### src/rtl/dircc_packet_tx.sv
// DiRCC packet transmitter: stamps a 240-bit packet with the local Lamport
// clock and streams it out as eight 32-bit Avalon-ST beats.
module dircc_packet_tx #(
  parameter bit STAMP_LAMPORT = 1'b1,
  parameter int BEAT_W        = 32
) (
  input  logic              clk,
  input  logic              reset_n,
  input  logic [239:0]      in_packet,
  input  logic              in_valid,
  output logic              in_ready,
  output logic [BEAT_W-1:0] out_data,
  output logic              out_valid,
  input  logic              out_ready,
  output logic              out_sop,
  output logic              out_eop,
  output logic [1:0]        out_empty,
  input  logic              rx_lamport_valid,
  input  logic [31:0]       rx_lamport,
  output logic [31:0]       lamport_now,
  output logic [31:0]       tx_count
);

  typedef enum logic {IDLE, SEND} state_t;

  state_t       state, state_nx;
  logic [2:0]   beat, beat_nx;
  logic [239:0] held;
  logic [255:0] padded;
  logic         accept;
  logic         last_xfer;
  logic [31:0]  base;
  logic [31:0]  stamp;

  always_ff @(posedge clk or negedge reset_n) begin
    if (!reset_n) begin
      state <= IDLE;
      beat  <= 3'd0;
    end else begin
      state <= state_nx;
      beat  <= beat_nx;
    end
  end

  always_comb begin
    state_nx  = state;
    beat_nx   = beat;
    in_ready  = 1'b0;
    out_valid = 1'b0;
    last_xfer = 1'b0;
    unique case (state)
      IDLE: begin
        in_ready = 1'b1;
        if (in_valid) begin
          state_nx = SEND;
          beat_nx  = 3'd0;
        end
      end
      SEND: begin
        out_valid = 1'b1;
        if (out_ready) begin
          if (beat == 3'd7) begin
            // Final beat leaves: a new packet may enter in the same cycle
            in_ready  = 1'b1;
            last_xfer = 1'b1;
            beat_nx   = 3'd0;
            state_nx  = in_valid ? SEND : IDLE;
          end else begin
            beat_nx = beat + 3'd1;
          end
        end
      end
      default: begin
        state_nx = IDLE;
        beat_nx  = 3'd0;
      end
    endcase
  end

  assign accept = in_valid && in_ready;

  // Beat k sits at bit 32*(7-k) of the padded packet; ~beat gives 7-k
  assign padded   = {held, 16'h0000};
  assign out_data = out_valid ? padded[{~beat, 5'b0} +: BEAT_W] : '0;
  assign out_sop  = out_valid && (beat == 3'd0);
  assign out_eop  = out_valid && (beat == 3'd7);
  assign out_empty = out_eop ? 2'd2 : 2'd0;

  assign base = (rx_lamport_valid && (rx_lamport > lamport_now))
              ? rx_lamport : lamport_now;
  assign stamp = STAMP_LAMPORT ? lamport_now : in_packet[127:96];

  always_ff @(posedge clk or negedge reset_n) begin
    if (!reset_n) begin
      held        <= '0;
      lamport_now <= 32'd0;
      tx_count    <= 32'd0;
    end else begin
      if (accept)
        held <= {in_packet[239:128], stamp, in_packet[95:0]};
      if (accept || rx_lamport_valid)
        lamport_now <= base + 32'd1;
      if (last_xfer)
        tx_count <= tx_count + 32'd1;
    end
  end

endmodule

### config.mk
export PLATFORM = sky130hd
export DESIGN_NAME = dircc_packet_tx
export DESIGN_NICKNAME = d
export VERILOG_FILES = /design/src/rtl/dircc_packet_tx.sv
export SDC_FILE = /design/constraint.sdc
export NUM_CORES = 1
export LEC_CHECK = 0
export BUFFER_PORTS_ARGS = -buffer_cell sky130_fd_sc_hd__buf_2
export CAP_MARGIN = 10
export CORE_ASPECT_RATIO = 1.75
export CORE_MARGIN = 2
export CORE_UTILIZATION = 56
export CTS_BUF_LIST = sky130_fd_sc_hd__clkbuf_4
export CTS_CLUSTER_DIAMETER = 80
export DETAILED_ROUTE_END_ITERATION = 8
export PLACE_DENSITY_LB_ADDON = 0.1
export SETUP_SLACK_MARGIN = 0.02
export SLEW_MARGIN = 20
export SYNTH_ARGS = -nofsm -noshare
export SYNTH_HDL_FRONTEND = slang
export SYNTH_SLANG_ARGS = --single-unit
### constraint.sdc
create_clock -name clk -period 6.1 [get_ports clk]
set_clock_uncertainty 0.2 [all_clocks]
set_input_delay 0.915 -clock clk [delete_from_list [all_inputs] [get_ports clk]]
set_output_delay 0.915 -clock clk [all_outputs]
set_load 0.005 [all_outputs]
==> results of run 1 <==
==> registers in the layout (all words and copies together) (netlist names) <==
signal / count
lamport_now: 32
held: 240
beat: 3
tx_count: 32
state: 1
==> report_power, final <==
part           internal (mW)  switching, mW
clock network          0.886          0.815
registers               2.95          0.586
logic                   1.96           1.66
total                   5.80           3.06
==> metrics by stage <==
stage | std cells | utilization [%]
5_1_grt | 2122 | 67.9
2_1_floorplan | 1304 | -
3_3_place_gp | 1968 | 64.2
6_report | 2124 | 67.9
4_1_cts | 2099 | 67.7
3_5_place_dp | 1968 | 64.2
==> cells in the final DEF, fill, tap and decap left out, drive strengths merged, types with 6 or more instances in the layout <==
cell type,count
and4,11
a21oi,36
clkbuf,106
nand2,115
nand4,24
diode,25
a31oi,10
nor2b,18
o211ai,16
mux2,217
a21o,6
clkinv,21
mux4,48
and3,17
nand3,38
nor4,6
o211a,20
mux2i,42
nor2,50
a221oi,7
ha,37
o21ai,55
o221a,6
xor2,15
inv,40
dfrtp,308
buf,367
xnor2,26
nor3,11
==> worst paths after layout <==
| check | start | to | slack [ps] | depth (start not counted) |
|---|---|---|---|---|
| max reg2reg | lamport_now[11] | lamport_now[28] | 1060 | 17 |
| max | lamport_now[11] | lamport_now[28] | 1060 | 17 |
| min | in_packet[70] | held[70] | 200 | 2 |
| max in group asynchronous | reset_n | lamport_now[8] | 3880 | 3 |
| min in group asynchronous | reset_n | held[60] | 600 | 2 |
| min reg2reg | held[109] | held[109] | 280 | 2 |
==> cells by family (layout without fill, tap and decap cells) <==
kind of cell | count (synthesis) | after routing | share of synthesized area, %
flip-flops | 308 | 308 | 48.6
AND/OR/NAND/NOR | 308 | 308 | 9.68
multiplexers | 307 | 307 | 24.9
AO/OA/AOI/OAI | 187 | 187 | 8.46
buffers and inverters | 115 | 537 | 3.08
XOR/XNOR | 41 | 41 | 2.27
adder cells (fa/ha/maj) | 37 | 37 | 2.92
other | 1 | 26 | 0.0237
==> timing repair <==
action / CTS / global route
hold buffers: 1 / 0
gates resized for setup: 0 / 0
setup endpoints to repair: 0 / 0
hold endpoints to repair: 83 / 0
==> routing by layer <==
layer  GRT usage [%]  vias to the layer above  share of wire, %
li1                -                     5579                 -
met1            33.7                     5896                38
met2            47.5                      450                50
met3            6.75                      133               6.2
met4            18.5                       12               5.5
met5               0                        -              0.16
==> critical path, delay by kind of cell (launching register included) <==
| kind | cells | cell delay [ps] |
|---|---|---|
| adder cells (fa/ha/maj) | 2 | 620 |
| multiplexers | 2 | 550 |
| flip-flops | 1 | 480 |
| AND/OR/NAND/NOR | 8 | 2190 |
| AO/OA/AOI/OAI | 3 | 520 |
| buffers and inverters | 2 | 340 |
==> cell type report <==
cell class | count | area, µm²
fill | 2197 | 8950
sequential | 308 | 7720
multi-input combinational | 881 | 7660
timing repair buffer | 368 | 1920
clock buffer | 106 | 796
tap | 373 | 467
inverter | 39 | 146
clock inverter | 24 | 145
antenna | 25 | 62.6
==> results.cfg, run 1 <==
[outcome]
outcome = complete, no violations

[timing]
holdWs_ps = 202
rsz0062_at_grt = no
max_freq_ghz = 0.198
worst_pin_slew_ps = 1020
finalSetupTns_ps = 0
worst_slack_ps = 1060
period_share_pct = 82.7
maxSlewHeadroom_pct = 31.9
finalMaxSlewViolations = 0
setup_viol = 0
post-route-min-period_ps = 5040
final-hold-violation-count = 0

[cells_and_area]
nNetsFinal = 1987
fin_area_mm2 = 0.0189
layout-drive-gt1-share_pct = 44.7
area_growth_pct = 19.4

[clock_network]
cts_num_sinks = 308
cts_setup_buffers = 0
clock_latency_ps = 730
cts.htree.levels = 3
clk_pin_slew_ps = 70
clock_path_buffers = 3
cts_tree = built
root_buffer = clkbuf_4
numCtsBuffers = 75

[place]
postPlaceCellArea_mm2 = 0.0179
dp_slack_ps = 688
port_buffers = 345
dp_hpwl_um = 31000
gp_congestion = 0.913

[worst_setup_path]
worst_ep_arrival_time_ps = 5430
crit_path_top_delay_cell = dfrtp_1
critPathLaunchType = flip-flop
cp_cell_sequence = inv_1 -> ha_1 -> nand4_1 -> nor4_2 -> o21ai_1 -> a311oi_4 -> or2_1 -> mux2_2 -> ha_1 -> nand4_1 -> nor4_2 -> buf_4 -> and3b_1 -> nand3_1 -> mux2_2 -> nor2_1 -> a221oi_2
cp.required_ps = 6490
crit_type = flip-flop to flip-flop
end_kind = flip-flop
cp_max_fo = 12
critPathMaxStageDelay_ps = 480

[routing]
wl_per_cell_um = 20.1
ant_nets = 0
drt-initial-drc-count = 535
firstDrtPassIters = 5
finalWirelength_um = 42600
vias = 12100
viasPerCell = 5.68
drc = 0

[synth]
synth_edf_count = 0
syn_avg_cell_area_um2 = 12.2
syn_inst = 1304
synth.most_common_cell = dfrtp_1
ys_warn_count = 0
yosysUniqueCellTypes = 70
async_flop_share_pct = 100
syn_area_mm2 = 0.0158
yosys_most_used_dff = dfrtp_1
synth_area_leaders = dfrtp_1 49%, mux2_2 15%, mux4_2 6.8%
synth_top_area_share_pct = 48.6
synth_top_area_cell = dfrtp_1
synth-seq-area-share_pct = 48.6
synthTopCellsByCount = 308 x dfrtp_1, 215 x mux2_2, 115 x nand2_1
synth.net_count = 1618
ys_ff_latch = 308

[global_route]
globalRouteTotalUtil_pct = 28.7
antenna_found_initial = 30
grt_pass1_wl_um = 66100
grt_start_max_net_pins = 146
grt_pass1_vias = 12600
grt_overflow = 0

[die]
pin_count = 379
die-area_mm2 = 0.0297
die_h_um = 227
start_util_pct = 56.9
coreArea_mm2 = 0.0279
die_x_um = 131
rows = 81

[pwr]
irDropWorstVdd_mv = 0.277
fin_total_pwr_mw = 8.85
leakagePower_nw = 9.08
power.density_mw_per_mm2 = 468

[worst_hold_path]
hold_path.class = input pin to flip-flop

[run]
cap_violations = 0
No activity file was read; power rests on OpenSTA's default activity.
==> inputs of run 2 (changes only) <==
==> constraint.sdc (replaced) <==
create_clock -name clk -period 5.3 [get_ports clk]
set_clock_uncertainty 0.2 [all_clocks]
set_input_delay 0.795 -clock clk [delete_from_list [all_inputs] [get_ports clk]]
set_output_delay 0.795 -clock clk [all_outputs]
set_load 0.005 [all_outputs]
==> run 2 against run 1 <==
Non-clock buffer count increased by 6. Flip-flop and latch count unchanged. Clock-buffer cell count increased by 1. Cell count about the same. Cell area increased by 0.27%. Register-to-register slack got worse by 390 ps. Critical path type unchanged. Largest power group unchanged. Highest routed layer unchanged.
==> results.cfg, run 2 (same netlist as run 1, synthesis figures left out) <==
[place]
dp_hpwl_um = 30400
dp_cells = 1974
port_buffers = 345
dp_slack_ps = 385
postPlaceCellArea_mm2 = 0.0180
gp_congestion = 0.913

[routing]
viasPerCell = 5.69
vias = 12100
drc = 0
ant_nets = 0
firstDrtPassIters = 6
finalWirelength_um = 42200
wl_per_cell_um = 19.9
drt-initial-drc-count = 575

[worst_setup_path]
critPathTopFamily = simple AND/OR/NAND/NOR gates
cp_max_fo = 7
crit_path_top_delay_cell = nor4_1
cp.required_ps = 5700
crit_type = flip-flop to flip-flop
end_kind = flip-flop
critical_path_buf_inv_count = 2
regToRegSetupSlack_ps = 670
worst_ep_arrival_time_ps = 5030
critPathLaunchType = flip-flop
critPathMaxStageDelay_ps = 540
cp_cell_sequence = inv_1 -> ha_1 -> nand4_1 -> nor4_1 -> a31o_2 -> a31oi_1 -> or2_1 -> mux2_2 -> ha_1 -> nand4_1 -> nor4_2 -> buf_4 -> and3b_1 -> nand3_1 -> mux2_2 -> nor2_1 -> a221oi_2

[outcome]
outcome = complete, no violations

[cells_and_area]
utilization_pct = 68.1
area_growth_pct = 19.7
max_flop_register = held
top_regs = held: 240 flops, lamport_now: 32 flops, tx_count: 32 flops
fin_area_mm2 = 0.0190
largest_reg_flops = 240
layout.cells.non_filler = 2122
mostFrequentLayoutCells = 344 x buf_2, 305 x dfrtp_1, 215 x mux2_2, 114 x nand2_1, 107 x clkbuf_4
layout_commonest_cell = buf_2
nNetsFinal = 1993
layout-drive-gt1-share_pct = 45.0

[global_route]
grt_overflow = 0
antenna_found_initial = 22
grtUsageMet1_pct = 33.2
globalRouteTotalUtil_pct = 28.4
grtUsageMet2_pct = 48.3
grt_start_max_net_pins = 166
busiest_layer = met2
use_met3_pct = 6.48
grt_pass1_wl_um = 65300
grt_pass1_vias = 12400

[run]
cap_violations = 0

[timing]
rsz0062_at_grt = no
post-route-min-period_ps = 4630
maxSlewHeadroom_pct = 35.8
setup_viol = 0
finalSetupTns_ps = 0
holdWs_ps = 89.0
final-hold-violation-count = 0
worst_slack_ps = 669
worst_pin_slew_ps = 963
max_freq_ghz = 0.216
period_share_pct = 87.4
finalMaxSlewViolations = 0

[clock_network]
cts_num_sinks = 308
root_buffer = clkbuf_4
post_cts_resized = 0
clock_path_buffers = 3
clk_pin_slew_ps = 70
cts_tree = built
cts.htree.levels = 3
clock_latency_ps = 730
numCtsBuffers = 75

[pwr]
p_int_mw = 6.69
leakagePower_nw = 9.12
power.density_mw_per_mm2 = 538
switching_power_mw = 3.52
power_frac_seq_pct = 39.9
pwr-share-comb_pct = 40.8
p_clk_share_pct = 19.3
switching_share_pct = 34.5
irDropWorstVdd_mv = 0.303
fin_total_pwr_mw = 10.2

[die]
rows = 81
die_h_um = 227
coreArea_mm2 = 0.0279
die_x_um = 131
die-area_mm2 = 0.0297
pin_count = 379
start_util_pct = 56.9

[worst_hold_path]
hold_path.class = input pin to flip-flop
run 2: final timing paths:
path	to	startpoint	depth (start not counted)
worst max-delay path	lamport_now[28]	lamport_now[27]	17
worst min-delay path	held[71]	in_packet[71]	2
worst max register to register	lamport_now[28]	lamport_now[27]	17
worst min register to register	held[114]	held[114]	2
max in group asynchronous	held[228]	reset_n	3
min in group asynchronous	tx_count[24]	reset_n	2
run 2: power groups by stage:
stage | Clock (mW) | Combinational [mW] | Sequential (mW)
6_report | 1.97 | 4.17 | 4.08
5_1_grt | 2.15 | 4.55 | 4.21
4_1_cts | 2.04 | 4.20 | 4.07
3_5_place_dp | 0 | 4.18 | 4.12
3_3_place_gp | 0 | 4.08 | 4.05
2_1_floorplan | 0 | 2.99 | 3.85
run 2: cell type report:
class	instances	area, µm²
diodes	18	45.0
clock buffers	107	803
clock inverters	22	136
fillers	2167	8900
inverters	39	146
multi-input cells	881	7660
flip-flops and latches	308	7720
well taps	373	467
repair buffers	374	1990
run 2: routing by layer:
metal | up-vias | wire length (µm)
li1 | 5602 | -
met1 | 5926 | 16000
met2 | 429 | 21600
met3 | 112 | 2550
met4 | 8 | 1970
met5 | - | 49
run 2: repair_timing:
action,CTS,global route
buffers inserted,0,0
endpoints found under the hold margin,112,0
hold buffers,1,0
==> inputs of run 3 (changes only) <==
--- a/config.mk
+++ b/config.mk
@@ -11,8 +11,9 @@
 export CORE_MARGIN = 2
 export CORE_UTILIZATION = 56
 export CTS_BUF_LIST = sky130_fd_sc_hd__clkbuf_4
-export CTS_CLUSTER_DIAMETER = 80
+export CTS_CLUSTER_DIAMETER = 50
 export DETAILED_ROUTE_END_ITERATION = 8
+export MAX_ROUTING_LAYER = met4
 export PLACE_DENSITY_LB_ADDON = 0.1
 export SETUP_SLACK_MARGIN = 0.02
 export SLEW_MARGIN = 20
==> run 3 against run 2 <==
First-iteration DRC count is the same. Sequential power grew 1%. Cell area grew 0.26%. Register-to-register slack gained 160 ps. Total power grew 0.52%. Core utilization grew 0.17 points. Global-route usage grew 1.5 points. Via count grew 0.79%. Routed wire length grew 2.9%.
==> results.cfg, run 3 (same netlist as run 1, synthesis figures left out) <==
[cells_and_area]
mostFrequentLayoutCells = 344 x buf_2, 305 x dfrtp_1, 215 x mux2_2, 114 x nand2_1, 111 x clkbuf_4
max_flop_register = held
layout-drive-gt1-share_pct = 45.1
multiInputGateArea_mm2 = 0.00766
area_growth_pct = 20.0
nFillCells = 2187
top_regs = held: 240 flops, lamport_now: 32 flops, tx_count: 32 flops
regArea_mm2 = 0.00772
fin_area_mm2 = 0.0190
layout_commonest_cell = buf_2
largest_reg_flops = 240
layout.cells.non_filler = 2137
nNetsFinal = 1993

[timing]
rsz0062_at_grt = no
final-hold-violation-count = 0
finalMaxSlewViolations = 0
setup_viol = 0
maxSlewHeadroom_pct = 35.6
period_share_pct = 84.4
post-route-min-period_ps = 4470
worst_pin_slew_ps = 967
max_freq_ghz = 0.224
finalSetupTns_ps = 0

[die]
die_x_um = 131
coreArea_mm2 = 0.0279
die_h_um = 227
start_util_pct = 56.9
rows = 81
die-area_mm2 = 0.0297
pin_count = 379

[clock_network]
cts_num_sinks = 308
root_buffer = clkbuf_4
post_cts_resized = 0
cts.htree.levels = 3
numCtsBuffers = 75
cts_tree = built
clock_path_buffers = 3
clock_latency_ps = 750
clk_pin_slew_ps = 70

[routing]
firstDrtPassIters = 4
drt-initial-drc-count = 575
ant_nets = 0
viasPerCell = 5.70
drc = 0
finalWirelength_um = 43400
vias = 12200
wl_per_cell_um = 20.3

[place]
dp_hpwl_um = 31100
dp_cells = 1972
port_buffers = 345
postPlaceCellArea_mm2 = 0.0179
gp_congestion = 0.892

[global_route]
grt_start_max_net_pins = 151
grt_overflow = 0
grt_pass1_wl_um = 66600
grt_pass1_vias = 12600
globalRouteTotalUtil_pct = 29.9
antenna_found_initial = 28

[worst_setup_path]
crit_type = flip-flop to flip-flop
cp_max_fo = 7
critPathLaunchType = flip-flop
end_kind = flip-flop
worst_ep_arrival_time_ps = 4890
cp.required_ps = 5720

[pwr]
irDropWorstVdd_mv = 0.253
p_clk_share_pct = 19.6
leakagePower_nw = 9.14
power.density_mw_per_mm2 = 540
switching_power_mw = 3.55
pwr-share-comb_pct = 40.2
power_frac_seq_pct = 40.3
fin_total_pwr_mw = 10.3
switching_share_pct = 34.6
p_int_mw = 6.71

[outcome]
outcome = complete, no violations

[worst_hold_path]
hold_path.class = input pin to flip-flop

[run]
cap_violations = 0
==> run 3: final cells by class <==
type                    instances  area share [%]
flip-flops and latches        308            40.6
clock buffers                 111            4.38
multi-input cells             881            40.3
well taps                     373            2.45
repair buffers                374            10.4
clock inverters                20           0.684
diodes                         31           0.408
inverters                      39           0.770
==> run 3: worst paths after layout <==
| path | from | end | slack (ps) | cells after the start |
|---|---|---|---|---|
| max | lamport_now[27] | lamport_now[28] | 830 | 18 |
| min | in_packet[217] | held[217] | 70 | 2 |
| max reg2reg | lamport_now[27] | lamport_now[28] | 830 | 18 |
| min reg2reg | tx_count[25] | tx_count[25] | 280 | 1 |
| max in group asynchronous | reset_n | held[62] | 3010 | 3 |
| min in group asynchronous | reset_n | held[92] | 580 | 2 |
==> run 3: metrics by stage <==
step                hold WS (ps)  setup slack (ps)  utilization [%]
global placement             259               519             64.4
floorplan                    245               709                -
finish                      69.1               829             68.2
CTS                         2.13               822             68.0
detailed placement           270               431             64.4
global route                21.9               579             68.2
==> run 3: power by group through the flow <==
| stage | Combinational (mW) | Sequential [mW] | Clock [mW] |
|---|---|---|---|
| floorplan | 2.99 | 3.85 | 0 |
| global route | 4.50 | 4.27 | 2.19 |
| CTS | 4.15 | 4.13 | 2.07 |
| global placement | 4.02 | 4.10 | 0 |
| detailed placement | 4.13 | 4.17 | 0 |
| finish | 4.12 | 4.13 | 2.01 |
==> run 3: repair_timing <==
item | CTS | global route
hold buffers | 3 | 0
hold endpoints to repair | 109 | 0
setup buffers | 0 | 0
==> run 3: worst max-delay path: stages (launching register included) <==
cell,delay (ps)
dfrtp_1,440
inv_1,140
ha_1,330
nand4_1,160
nor4_1,310
buf_4,170
a31o_2,190
a31oi_1,70
or2_1,320
mux2_2,260
ha_1,210
nand4_1,170
nor4_2,320
buf_4,210
and3b_1,290
nand3_1,120
mux2_2,280
nor2_1,110
a221oi_2,50
==> run 3: layer usage <==
metal / global-route usage [%] / up-vias / wire (µm)
li1: - / 5612 / -
met1: 32.8 / 6028 / 16300
met2: 49.3 / 428 / 22100
met3: 7.51 / 104 / 2780
met4: 18.3 / 0 / 2130
met5: - / - / 0
